### src/rtl/n_bit_serial_subtractor.sv
// -----------------------------------------------------------------------------
// n_bit_serial_subtractor
//   Bit-serial N-bit subtractor: out = in1 - in2 - ib, computed LSB first, one
//   bit per clock, with a single borrow flip-flop.
//   A start/busy/done handshake lets a controller trade latency for area
//   against the parallel datapath. The result and flags are registered and held
//   until the next operation completes.
//
//   Optional build macro: SERIAL_ADD_MODE_EN
//     When defined, a 'mode' input is added and captured with start.
//     mode=1 selects addition: ib is the carry-in and ob is the carry-out.
//     mode=0 subtracts, exactly as in the default build.
//
// Parameters
//   N   operand/result width (N >= 2)
//   CW  bit-counter width (2**CW > N)
//
// Ports
//   clk    in   system clock, rising edge
//   rst    in   asynchronous active-high reset
//   start  in   operation request, sampled only in IDLE
//   in1    in   minuend, captured on accepted start
//   in2    in   subtrahend, captured on accepted start
//   ib     in   borrow-in (carry-in in add mode), captured on accepted start
//   mode   in   (SERIAL_ADD_MODE_EN only) 1 = add, 0 = subtract
//   busy   out  high in RUN and DONE
//   done   out  one-cycle pulse; result valid
//   out    out  registered difference
//   ob     out  final borrow-out (carry-out in add mode)
//   ov     out  signed two's-complement overflow
// -----------------------------------------------------------------------------
module n_bit_serial_subtractor #(
  parameter int N  = 4,
  parameter int CW = 3
) (
  input  logic         clk,
  input  logic         rst,
  input  logic         start,
  input  logic [N-1:0] in1,
  input  logic [N-1:0] in2,
  input  logic         ib,
`ifdef SERIAL_ADD_MODE_EN
  input  logic         mode,
`endif
  output logic         busy,
  output logic         done,
  output logic [N-1:0] out,
  output logic         ob,
  output logic         ov
);

  localparam logic [1:0] S_IDLE = 2'd0;
  localparam logic [1:0] S_RUN  = 2'd1;
  localparam logic [1:0] S_DONE = 2'd2;

  logic [1:0]    state_q, state_d;
  logic [N-1:0]  a_q, a_d;
  logic [N-1:0]  b_q, b_d;
  // Holds the N-1 result bits produced so far; the last bit goes straight
  // to the output register, so R never needs a full N bits.
  logic [N-2:0]  r_q, r_d;
  logic          borrow_q, borrow_d;
  logic [CW-1:0] cnt_q, cnt_d;
  logic          a_msb_q, a_msb_d;
  logic          b_msb_q, b_msb_d;
  logic [N-1:0]  out_q, out_d;
  logic          ob_q, ob_d;
  logic          ov_q, ov_d;
  logic          add_mode;

`ifdef SERIAL_ADD_MODE_EN
  logic          mode_q, mode_d;
  assign add_mode = mode_q;
`else
  assign add_mode = 1'b0;
`endif

  // Serial bit-slice
  logic         bit_a, bit_b, d_bit;
  logic         borrow_sub, carry_add;
  logic         ov_sub, ov_add;
  logic [N-1:0] r_shift;

  assign bit_a      = a_q[0];
  assign bit_b      = b_q[0];
  assign d_bit      = bit_a ^ bit_b ^ borrow_q;
  assign borrow_sub = (~bit_a & bit_b) | (~(bit_a ^ bit_b) & borrow_q);
  assign carry_add  = (bit_a & bit_b) | (bit_a & borrow_q) | (bit_b & borrow_q);
  assign r_shift    = {d_bit, r_q};
  // On the last bit d_bit is the result MSB.
  assign ov_sub     = (a_msb_q ^ b_msb_q) & (a_msb_q ^ d_bit);
  assign ov_add     = ~(a_msb_q ^ b_msb_q) & (a_msb_q ^ d_bit);

  always_comb begin
    state_d  = state_q;
    a_d      = a_q;
    b_d      = b_q;
    r_d      = r_q;
    borrow_d = borrow_q;
    cnt_d    = cnt_q;
    a_msb_d  = a_msb_q;
    b_msb_d  = b_msb_q;
    out_d    = out_q;
    ob_d     = ob_q;
    ov_d     = ov_q;
`ifdef SERIAL_ADD_MODE_EN
    mode_d   = mode_q;
`endif
    case (state_q)
      S_IDLE: begin
        if (start) begin
          a_d      = in1;
          b_d      = in2;
          a_msb_d  = in1[N-1];
          b_msb_d  = in2[N-1];
          borrow_d = ib;
          cnt_d    = '0;
`ifdef SERIAL_ADD_MODE_EN
          mode_d   = mode;
`endif
          state_d  = S_RUN;
        end
      end
      S_RUN: begin
        a_d      = {1'b0, a_q[N-1:1]};
        b_d      = {1'b0, b_q[N-1:1]};
        r_d      = r_shift[N-1:1];
        borrow_d = add_mode ? carry_add : borrow_sub;
        cnt_d    = cnt_q + 1'b1;
        if (cnt_q == CW'(N - 1)) begin
          out_d   = r_shift;
          ob_d    = borrow_d;
          ov_d    = add_mode ? ov_add : ov_sub;
          state_d = S_DONE;
        end
      end
      S_DONE: begin
        state_d = S_IDLE;
      end
      default: begin
        state_d = S_IDLE;
      end
    endcase
  end

  always_ff @(posedge clk or posedge rst) begin
    if (rst) begin
      state_q  <= S_IDLE;
      a_q      <= '0;
      b_q      <= '0;
      r_q      <= '0;
      borrow_q <= 1'b0;
      cnt_q    <= '0;
      a_msb_q  <= 1'b0;
      b_msb_q  <= 1'b0;
      out_q    <= '0;
      ob_q     <= 1'b0;
      ov_q     <= 1'b0;
`ifdef SERIAL_ADD_MODE_EN
      mode_q   <= 1'b0;
`endif
    end else begin
      state_q  <= state_d;
      a_q      <= a_d;
      b_q      <= b_d;
      r_q      <= r_d;
      borrow_q <= borrow_d;
      cnt_q    <= cnt_d;
      a_msb_q  <= a_msb_d;
      b_msb_q  <= b_msb_d;
      out_q    <= out_d;
      ob_q     <= ob_d;
      ov_q     <= ov_d;
`ifdef SERIAL_ADD_MODE_EN
      mode_q   <= mode_d;
`endif
    end
  end

  // Moore outputs decoded from registered state
  assign busy = (state_q != S_IDLE);
  assign done = (state_q == S_DONE);
  assign out  = out_q;
  assign ob   = ob_q;
  assign ov   = ov_q;

endmodule

### config.mk
export PLATFORM = sky130hd
export DESIGN_NAME = n_bit_serial_subtractor
export DESIGN_NICKNAME = d
export VERILOG_FILES = /design/src/rtl/n_bit_serial_subtractor.sv
export SDC_FILE = /design/constraint.sdc
export NUM_CORES = 1
export LEC_CHECK = 0
export BUFFER_PORTS_ARGS = -buffer_cell sky130_fd_sc_hd__buf_2
export CORE_UTILIZATION = 45
export DETAILED_ROUTE_END_ITERATION = 7
export PLACE_DENSITY = 0.66
export SLEW_MARGIN = 10
export SYNTH_ARGS = -nofsm -noshare
export SYNTH_HDL_FRONTEND = slang
export SYNTH_SLANG_ARGS = --single-unit
### constraint.sdc
create_clock -name clk -period 1.8 [get_ports clk]
set_input_delay 0.18 -clock clk [delete_from_list [all_inputs] [get_ports clk]]
set_output_delay 0.18 -clock clk [all_outputs]
set_load 0.1 [all_outputs]
==> metrics <==
outcome finished clean; detailed-route via count approximately 830; max_cap viols 0; Die W 53.1 um; vias in the first global route between 700 and 800; maximum number of pins on one net before global-route repair 26; Seq/Total Area, Yosys 53.2%; FMAX approximately 600 MHz; Mapped Cells around 110; top post-synthesis cells by area dfrtp_1, o21ai_0, nand2_1; post-synthesis register bit count 25; Rel. slew slack about two thirds; Clock power frac a little under 10%; Site Rows 18; final slew viol count 0; Fillers about 230; CP arrival around 1500 ps; first-pass GRT wire length between 3 and 4 mm; power per standard cell area just under 2000 mW/mm2; Hold Fails Final Rpt 0; worst hold path type in2reg; total grt overflow 0; # nets final between 100 and 150; most common cell after layout, fill and taps aside dfrtp_1; Leak 0.662 nW; Clock Pin Slew Worst Setup and Hold Paths 150 ps; Antenna Violating Nets Remaining 0; Setup crit end kind output pin; clock latency on the worst-skew pair between 300 and 400 ps; setup TNS 0 ps; clk root buf clkbuf_4; CP max FO 13; setup slack, reg-to-reg 320 ps; worst vdd ir approximately 1.2 mV; FF-to-FF End out[3]; placed inst area approximately 0.0013 mm2; initial DRC count 19; Num Clock Sinks 25; post-synth top area cell dfrtp_1; Worst Reg-to-Reg Cells 4; postcts setup bufs 0; CP delay by family, top flip-flops; clk buf depth 2; RSZ-0062 raised after global routing false; Largest stage delay, worst path around 540 ps; Synth Cell Area around 0.0012 mm2; CTS tree done; sw frac about half; min Tclk post-route 1650 ps; Initial Utilization between 40% and 50%; top cell type's share of synthesized area a little over half; Pint about 1.3 mW; Die Y around 53 um; CP Class reg2out; final instance area about 0.0013 mm2; Worst R2R Start cnt_q[0]; post-DP HPWL around 1.5 mm; Sw Pwr about 1.3 mW; CP max stage cell dfrtp_2; H-tree level count 1; area of the multi-input gates roughly 500 um2; routability cong. 0.764; WHS 99.8 ps; WP buf/inv 1; Finish-stage setup viols 0; number of I/O pins 20; post-synthesis to final-layout area growth 14.6%; CP Cell Sequence or2_2, buf_2; Remaining DRCs 0; sequential share of power between 30% and 40%; total power roughly 2.6 mW; final worst-path cycle share 91.5%; commonest non-fill, non-tap cells in the layout dfrtp_1, buf_2, nand2_1; Vias/cell between 5 and 6; Total GRT Usage between 10% and 20%; Syn Nets ~130; Core ar. approximately 0.0025 mm2; Pre-antenna DRT Iters 4; share of cells above drive strength 1 between 20 and 30%; Mean Syn Cell Area 10.6 um2; cts bufs inserted 3; Worst Hold Launch in2[3]; Synth Warn # 0; CP required 1620 ps; Post-Route WL between 2 and 2.5 mm; n_diodes 0; die area 0.00282 mm2; Setup crit start kind flip-flop; Buffers on Ports 19; drt wl/cell about 13 um; worst hold path cell count 2; post-synthesis cell type count 25; Tightest Pin Transition between 400 and 500 ps; Endpoint, Worst Hold b_msb_q; initial antenna violation count 0; Comb pwr share between 50% and 60%; FF+latch area between 600 and 700 um2; worst clock skew 9.04 ps
-- cell usage after synthesis --
library cell  instances
a21oi_1               8
a22o_1                1
a22oi_1               5
a2bb2oi_1             3
and3b_1               2
buf_2                 3
buf_6                 1
clkbuf_1              2
dfrtp_1              25
fa_1                  1
ha_1                  2
inv_1                 6
mux2_2                4
mux2_4                2
mux2i_1               1
nand2_1              16
nand2b_1              1
nand3b_2              1
nor2_1                2
nor2b_1               9
nor2b_4               1
o21ai_0              12
o21ai_1               1
o21bai_1              1
or2_2                 1
-- kinds of logic after synthesis --
| group | count (synthesis) | synth area share, % |
|---|---|---|
| AND/OR/NAND/NOR | 33 | 15.2 |
| AO/OA/AOI/OAI | 31 | 15.7 |
| flip-flops | 25 | 53.2 |
| multiplexers | 7 | 7.23 |
| buffers and inverters | 12 | 4.79 |
| adder cells (fa/ha/maj) | 3 | 3.83 |
-- worst max-delay path by stage --
stage / start / end / slack [ps] / cells after the start
2_1_floorplan: state_q[1] / done / 70 / 2
3_3_place_gp: state_q[1] / done / 340 / 2
3_5_place_dp: cnt_q[0] / out[1] / 340 / 4
4_1_cts: state_q[0] / busy / 30 / 2
5_1_grt: state_q[1] / done / 90 / 2
6_report: state_q[0] / busy / 150 / 2
-- registers in the layout (all words and copies together), names as in the netlist --
| signal | cells |
|---|---|
| out | 4 |
| state_q | 2 |
| a_msb_q | 1 |
| b_msb_q | 1 |
| b_q | 4 |
| a_q | 4 |
| cnt_q | 3 |
| r_q | 3 |
| ob | 1 |
| borrow_q | 1 |
| ov | 1 |
-- power by group through the flow --
stage          clock network [mW]  registers (mW)  logic [mW]
5_1_grt                     0.278            1.03        1.48
6_report                    0.258           0.992        1.35
3_3_place_gp                    0            1.00        1.34
3_5_place_dp                    0            1.01        1.36
4_1_cts                     0.264           0.995        1.37
2_1_floorplan                   0            1.34       0.771
-- per-stage QoR --
stage | setup slack, ps | util [%] | std cells
2_1_floorplan | 68.7 | - | 111
3_3_place_gp | 344 | 52.8 | 158
3_5_place_dp | 339 | 52.8 | 158
4_1_cts | 30.3 | 54.3 | 163
5_1_grt | 87.1 | 54.4 | 163
6_report | 153 | 54.4 | 163
-- timing repair --
item                                    in CTS  in global routing
gates resized for setup                      1                  1
endpoints found under the setup margin       1                  1
hold buffers                                 1                  0
hold endpoints to repair                    25                  0
-- metal layers --
| metal | up-vias | GRT usage (%) | share of wire, % | wire [um] |
|---|---|---|---|---|
| li1 | 418 | - | - | - |
| met1 | 392 | 23.1 | 50 | 1030 |
| met2 | 19 | 26.4 | 46 | 957 |
| met3 | 0 | 2.87 | 4.0 | 84 |
| met4 | 0 | 5.26 | 0 | 0 |
| met5 | - | 0 | 0 | 0 |
-- area by class of cell --
type | instances | area share [%]
Timing Repair Buffer | 24 | 10.0
Tap cell | 30 | 2.79
Sequential cell | 25 | 46.6
Inverter | 6 | 1.67
Clock inverter | 1 | 0.371
Clock buffer | 3 | 1.67
Multi-Input combinational cell | 74 | 36.9
Power figures use the tool's default switching activity.
